`config.mk`:
```
export PLATFORM = sky130hd
export DESIGN_NAME = mem_access_stage
export DESIGN_NICKNAME = d
export VERILOG_FILES = /design/src/rtl/mem_stage_pkg.sv /design/src/rtl/mem_wb_reg.sv /design/src/rtl/mem_access_stage.sv
export SDC_FILE = /design/constraint.sdc
export NUM_CORES = 1
export LEC_CHECK = 0
export CORE_MARGIN = 1.5
export CORE_UTILIZATION = 41
export DETAILED_ROUTE_END_ITERATION = 12
export PLACE_DENSITY = 0.8
export SETUP_SLACK_MARGIN = 0.05
export SLEW_MARGIN = 20
export SYNTH_ARGS = -nofsm -noshare
export SYNTH_HDL_FRONTEND = slang
export SYNTH_SLANG_ARGS = --single-unit
```
`constraint.sdc`:
```
create_clock -name clk -period 1.44 [get_ports clk]
set_input_delay 0.216 -clock clk [delete_from_list [all_inputs] [get_ports clk]]
set_output_delay 0.216 -clock clk [all_outputs]
set_load 0.03 [all_outputs]
```
`src/rtl/mem_stage_pkg.sv`:
```
// Shared types and constants for the memory-access stage and its MEM/WB register.
package mem_stage_pkg;

  typedef enum logic {
    IDLE = 1'b0,
    WAIT = 1'b1
  } state_t;

  localparam logic [1:0] SEL_ALU = 2'd0;
  localparam logic [1:0] SEL_MEM = 2'd1;
  localparam logic [1:0] SEL_PC  = 2'd2;
  localparam logic [1:0] SEL_IMM = 2'd3;

  // A bubble must never write the register file; all data fields are zero.
  localparam logic        BUBBLE_WRITE = 1'b0;
  localparam logic [1:0]  BUBBLE_SEL   = SEL_ALU;
  localparam logic [31:0] BUBBLE_WORD  = 32'h0000_0000;

endpackage

```
`src/rtl/mem_wb_reg.sv`:
```
// MEM/WB pipeline register with a bubble-insert input that overrides the data path.
module mem_wb_reg
  import mem_stage_pkg::*;
(
  input  logic        clk,
  input  logic        reset,
  input  logic        bubble,
  input  logic        reg_file_write_d,
  input  logic [1:0]  select_mux_4_d,
  input  logic [31:0] alu_d,
  input  logic [31:0] mem_data_d,
  input  logic [31:0] add_pc_d,
  output logic        reg_file_write_q,
  output logic [1:0]  select_mux_4_q,
  output logic [31:0] alu_q,
  output logic [31:0] mem_data_q,
  output logic [31:0] add_pc_q
);

  always_ff @(posedge clk or negedge reset) begin
    if (!reset) begin
      reg_file_write_q <= 1'b0;
      select_mux_4_q   <= 2'd0;
      alu_q            <= 32'h0;
      mem_data_q       <= 32'h0;
      add_pc_q         <= 32'h0;
    end else if (bubble) begin
      reg_file_write_q <= BUBBLE_WRITE;
      select_mux_4_q   <= BUBBLE_SEL;
      alu_q            <= BUBBLE_WORD;
      mem_data_q       <= BUBBLE_WORD;
      add_pc_q         <= BUBBLE_WORD;
    end else begin
      reg_file_write_q <= reg_file_write_d;
      select_mux_4_q   <= select_mux_4_d;
      alu_q            <= alu_d;
      mem_data_q       <= mem_data_d;
      add_pc_q         <= add_pc_d;
    end
  end

endmodule

```
`src/rtl/mem_access_stage.sv`:
```
// Memory-access stage: drives the data-memory handshake, stalls upstream while an
// access is outstanding, and feeds the MEM/WB register.
module mem_access_stage
  import mem_stage_pkg::*;
#(
  parameter int TIMEOUT = 16,
  parameter int CNT_W   = 5
) (
  input  logic        clk,
  input  logic        reset,
  input  logic        mem_re_in,
  input  logic        mem_we_in,
  input  logic        reg_file_write_in,
  input  logic [1:0]  select_mux_4_in,
  input  logic [31:0] reg_b_in,
  input  logic [31:0] alu_in,
  input  logic [31:0] add_pc_in,
  output logic        dmem_req,
  output logic        dmem_we,
  output logic [31:0] dmem_addr,
  output logic [31:0] dmem_wdata,
  input  logic        dmem_ready,
  input  logic [31:0] dmem_rdata,
  output logic        stall_out,
  output logic        reg_file_write_out,
  output logic [1:0]  select_mux_4_out,
  output logic [31:0] alu_out,
  output logic [31:0] mem_data_out,
  output logic [31:0] add_pc_out,
  output logic        misaligned_out,
  output logic        bus_err_out
);

  state_t           state, state_next;
  logic [CNT_W-1:0] wait_cnt, wait_cnt_next;

  logic        lat_we, lat_rfw;
  logic [1:0]  lat_sel;
  logic [31:0] lat_addr, lat_wdata, lat_add_pc;

  logic access, aligned;
  logic latch_en, set_misaligned, set_bus_err;
  logic req_c, we_c, stall_c;
  logic [31:0] addr_c, wdata_c;

  logic        wb_bubble, wb_rfw;
  logic [1:0]  wb_sel;
  logic [31:0] wb_alu, wb_mem_data, wb_add_pc;

  assign access  = mem_re_in | mem_we_in;
  assign aligned = (alu_in[1:0] == 2'b00);

  always_comb begin
    state_next     = state;
    wait_cnt_next  = wait_cnt;
    latch_en       = 1'b0;
    set_misaligned = 1'b0;
    set_bus_err    = 1'b0;
    req_c          = 1'b0;
    we_c           = 1'b0;
    addr_c         = 32'h0;
    wdata_c        = 32'h0;
    stall_c        = 1'b0;
    wb_bubble      = 1'b0;
    wb_rfw         = reg_file_write_in;
    wb_sel         = select_mux_4_in;
    wb_alu         = alu_in;
    wb_mem_data    = BUBBLE_WORD;
    wb_add_pc      = add_pc_in;

    case (state)
      IDLE: begin
        if (access && !aligned) begin
          set_misaligned = 1'b1;
          wb_bubble      = 1'b1;
        end else if (access) begin
          req_c   = 1'b1;
          we_c    = mem_we_in;
          addr_c  = alu_in;
          wdata_c = reg_b_in;
          if (dmem_ready) begin
            wb_rfw      = reg_file_write_in & ~mem_we_in;
            wb_mem_data = mem_we_in ? BUBBLE_WORD : dmem_rdata;
          end else begin
            latch_en      = 1'b1;
            wait_cnt_next = CNT_W'(1);
            state_next    = WAIT;
            stall_c       = 1'b1;
            wb_bubble     = 1'b1;
          end
        end
      end

      // Inputs are frozen upstream, so everything comes from the latched copies.
      WAIT: begin
        req_c     = 1'b1;
        we_c      = lat_we;
        addr_c    = lat_addr;
        wdata_c   = lat_wdata;
        wb_rfw    = lat_rfw & ~lat_we;
        wb_sel    = lat_sel;
        wb_alu    = lat_addr;
        wb_add_pc = lat_add_pc;
        if (dmem_ready) begin
          wb_mem_data   = lat_we ? BUBBLE_WORD : dmem_rdata;
          state_next    = IDLE;
          wait_cnt_next = '0;
        end else if (wait_cnt == CNT_W'(TIMEOUT)) begin
          set_bus_err   = 1'b1;
          wb_bubble     = 1'b1;
          state_next    = IDLE;
          wait_cnt_next = '0;
        end else begin
          wait_cnt_next = wait_cnt + CNT_W'(1);
          stall_c       = 1'b1;
          wb_bubble     = 1'b1;
        end
      end

      default: state_next = IDLE;
    endcase
  end

  always_ff @(posedge clk or negedge reset) begin
    if (!reset) begin
      state    <= IDLE;
      wait_cnt <= '0;
    end else begin
      state    <= state_next;
      wait_cnt <= wait_cnt_next;
    end
  end

  always_ff @(posedge clk or negedge reset) begin
    if (!reset) begin
      lat_we     <= 1'b0;
      lat_rfw    <= 1'b0;
      lat_sel    <= 2'd0;
      lat_addr   <= 32'h0;
      lat_wdata  <= 32'h0;
      lat_add_pc <= 32'h0;
    end else if (latch_en) begin
      lat_we     <= mem_we_in;
      lat_rfw    <= reg_file_write_in;
      lat_sel    <= select_mux_4_in;
      lat_addr   <= alu_in;
      lat_wdata  <= reg_b_in;
      lat_add_pc <= add_pc_in;
    end
  end

  always_ff @(posedge clk or negedge reset) begin
    if (!reset) begin
      misaligned_out <= 1'b0;
      bus_err_out    <= 1'b0;
    end else begin
      if (set_misaligned) misaligned_out <= 1'b1;
      if (set_bus_err)    bus_err_out    <= 1'b1;
    end
  end

  // Gating with reset withdraws a pending request the instant reset asserts.
  assign dmem_req   = reset & req_c;
  assign dmem_we    = reset & we_c;
  assign dmem_addr  = reset ? addr_c  : 32'h0;
  assign dmem_wdata = reset ? wdata_c : 32'h0;
  assign stall_out  = reset & stall_c;

  mem_wb_reg u_mem_wb_reg (
    .clk              (clk),
    .reset            (reset),
    .bubble           (wb_bubble),
    .reg_file_write_d (wb_rfw),
    .select_mux_4_d   (wb_sel),
    .alu_d            (wb_alu),
    .mem_data_d       (wb_mem_data),
    .add_pc_d         (wb_add_pc),
    .reg_file_write_q (reg_file_write_out),
    .select_mux_4_q   (select_mux_4_out),
    .alu_q            (alu_out),
    .mem_data_q       (mem_data_out),
    .add_pc_q         (add_pc_out)
  );

endmodule

```
==> impl_metrics.toml <==
[sta]
worstMarginPinSlew_ns = 0.581
rsz0062_at_grt = "yes"
slew-limit-headroom = 0.613
setup_ws_ns = -0.805
maxSlewViolCount = 0
tns_ns = -87.77
min_period_over_period = 1.56
fin_skew_ns = 0.0122
hold_violations = 0
fin_crit_ns = 2.24
setup_viol = 273
max_freq_mhz = 446

[layout]
final_area_um2 = 14800
syn_to_final_growth_pct = 73.2
nNetsFinal = 1154
drive_above_1_share = 0.476
n_antenna_cell = 0
fin_util = 0.728
final_cells = 1301

[floorplan]
initial_core_util = 0.420
io_pins = 304
core_um2 = 20300
die_x_um = 147
die-area_um2 = 21700
rows = 52
die_h_um = 147

[global_routing]
grt_use_total = 0.229
grt_antenna_before_repair = 0
overflow = 0
grt_pass1_vias = 7102
grt_max_degree = 91
grt_pass1_wl_um = 39200

[job]
maxCapViolations = 0

[setup_path]
critPathRequiredTime_ns = 1.22
crit_path_max_fanout = 5
r2r_slack_ns = -0.33
worstSetupStartpointType = "flop"
cp.arrival_ns = 2.03
critical_path_class = "reg2out"
endpoint_kind = "output port"

[synthesis]
synth_top_cell_area_share = 0.607
synth_cell_types = 40
synthArstFlopShare = 1.00
synth_ff_type = "dfrtp_1"
syn_area_um2 = 8530
netlist_instances = 633
yosysTopAreaCell = "dfrtp_1"
syn-num-nets = 771
synth_edf_count = 0
yosysSeqAreaShare = 0.607
synth_area_per_cell_um2 = 13.5
synth_common_cells = "207 x dfrtp_1, 91 x mux2_2, 69 x nor2_1, 66 x mux2i_1"
netlist_top_cells_area = "dfrtp_1 61%, mux2_2 12%, mux2i_1 7.7%"
ys_warn_count = 0
ys_ff_latch = 207
synth.most_common_cell = "dfrtp_1"

[run_status]
violations = "negative setup slack"
run_status = "finished with violations"

[pwr]
ir_drop_uv = 868
power.density_nw_per_um2 = 1160
p_clk_frac = 0.349
p_sw_frac = 0.275
p_seq_frac = 0.414
intPower_mw = 12.4
p_sw_mw = 4.69
combPwrFrac = 0.237
p_leak_nw = 6.78

[placement]
placed_cells = 1226
place_ws_ns = -0.564
gp_congestion = 0.775
io_buffers = 303
dp_hpwl_um = 16000
dpl_cell_area_um2 = 12900

[drt]
wl_per_cell_um = 20.4
drt_iter0_markers = 153
drcViolationCount = 0
num_vias = 6617
drt_first_pass_iters = 4
antenna_left = 0
viasPerCell = 5.09
drt-total-wl_um = 26500

[clock_tree]
clk_path_buf_depth = 3
cts_buffers = 23
cts_tree = "done"
clk_latency_ns = 0.50
cts.root.buffer_cell = "clkbuf_16"
numClockSinks = 207
clk_pin_slew_worst_paths_ns = 0.06
h-tree-depth = 1

[hold_path]
hp-class = "in2async"
==> timing repair <==
action	in CTS	in global routing
hold buffers	3	0
gates resized for setup	406	15
pin swaps	24	2
endpoints found under the setup margin	373	307
setup buffers	9	4
gates cloned	6	14
endpoints found under the hold margin	35	0
==> area by class of cell <==
type	count	area [µm²]
repair buffers	405	4640
clock inverters	9	123
fillers	1276	5510
inverters	3	11.3
clock buffers	31	636
flip-flops and latches	207	5180
multi-input cells	376	3850
well taps	270	338
==> cells by family after synthesis <==
kind of cell / share of synthesized area
XOR/XNOR: 0.00205
AND/OR/NAND/NOR: 0.0998
multiplexers: 0.208
flip-flops: 0.607
AO/OA/AOI/OAI: 0.0518
buffers and inverters: 0.0284
adder cells (fa/ha/maj): 0.00293
==> power groups by stage <==
stage                     logic, mW  registers (mW)  clock network (mW)
final                          4.05            7.07                5.96
after global routing           4.30            7.17                6.32
after CTS                      3.92            7.06                6.07
after detailed placement       3.74            7.15                   0
after global placement         3.66            7.12                   0
after floorplan                1.74            7.43                   0
==> per-layer routing <==
layer,vias to the layer above,global-route usage,part of all wire
met5,-,0,0
met3,44,0.0497,0.053
met1,3346,0.280,0.40
li1,3001,-,-
met2,226,0.406,0.52
met4,0,0.0665,0.026
==> state kept, by name, indices dropped and copies added, names as in the netlist <==
| name | flops |
|---|---|
| wait_cnt | 5 |
| u_mem_wb_reg.add_pc_q | 32 |
| bus_err_out | 1 |
| u_mem_wb_reg.mem_data_q | 32 |
| lat_we | 1 |
| lat_addr | 32 |
| lat_sel | 2 |
| state | 1 |
| u_mem_wb_reg.alu_q | 32 |
| lat_rfw | 1 |
| misaligned_out | 1 |
| lat_add_pc | 32 |
| u_mem_wb_reg.select_mux_4_q | 2 |
| lat_wdata | 32 |
| u_mem_wb_reg.reg_file_write_q | 1 |
==> worst max-delay path, cell delays in order (launching register included) <==
cell,delay [ns]
dfrtp_4,0.49
o21ba_4,0.24
and3_4,0.21
buf_12,0.11
buf_12,0.11
buf_16,0.12
a22o_4,0.13
buf_6,0.12
==> cells in the final DEF (no fill, tap or decap), types with 5 or more instances in the layout <==
cell type and n:
a22o_1 5, mux2i_1 52, mux2_4 6, buf_4 54, nor2_1 69, clkbuf_16 34
a22o_4 30, mux2_2 91, buf_2 11, clkdlybuf4s15_2 89, mux2i_2 13, dfrtp_1 206
buf_6 67, clkbuf_1 5, clkdlybuf4s50_1 134, buf_16 8, nand2_1 5, nor3b_4 30
buf_12 26, clkinv_2 5, and3_1 34
==> path summary, 6_finish.rpt <==
check | from | endpoint | depth (start not counted)
setup / recovery | state | dmem_wdata[18] | 7
hold / removal | reset | lat_addr[13] | 3
setup reg to reg | state | lat_addr[2] | 7
hold reg to reg | misaligned_out | misaligned_out | 1
max in group asynchronous | reset | u_mem_wb_reg.add_pc_q[27] | 4
min in group clk | dmem_rdata[26] | u_mem_wb_reg.mem_data_q[26] | 2
==> per-stage QoR <==
stage	hold WS [ns]	power, mW
CTS	0.0308	17.0
global placement	0.223	10.8
detailed placement	0.228	10.9
finish	0.0300	17.1
floorplan	-0.0796	9.18
global route	0.0613	17.8
Note: power is estimated with default switching activity, not from simulation.
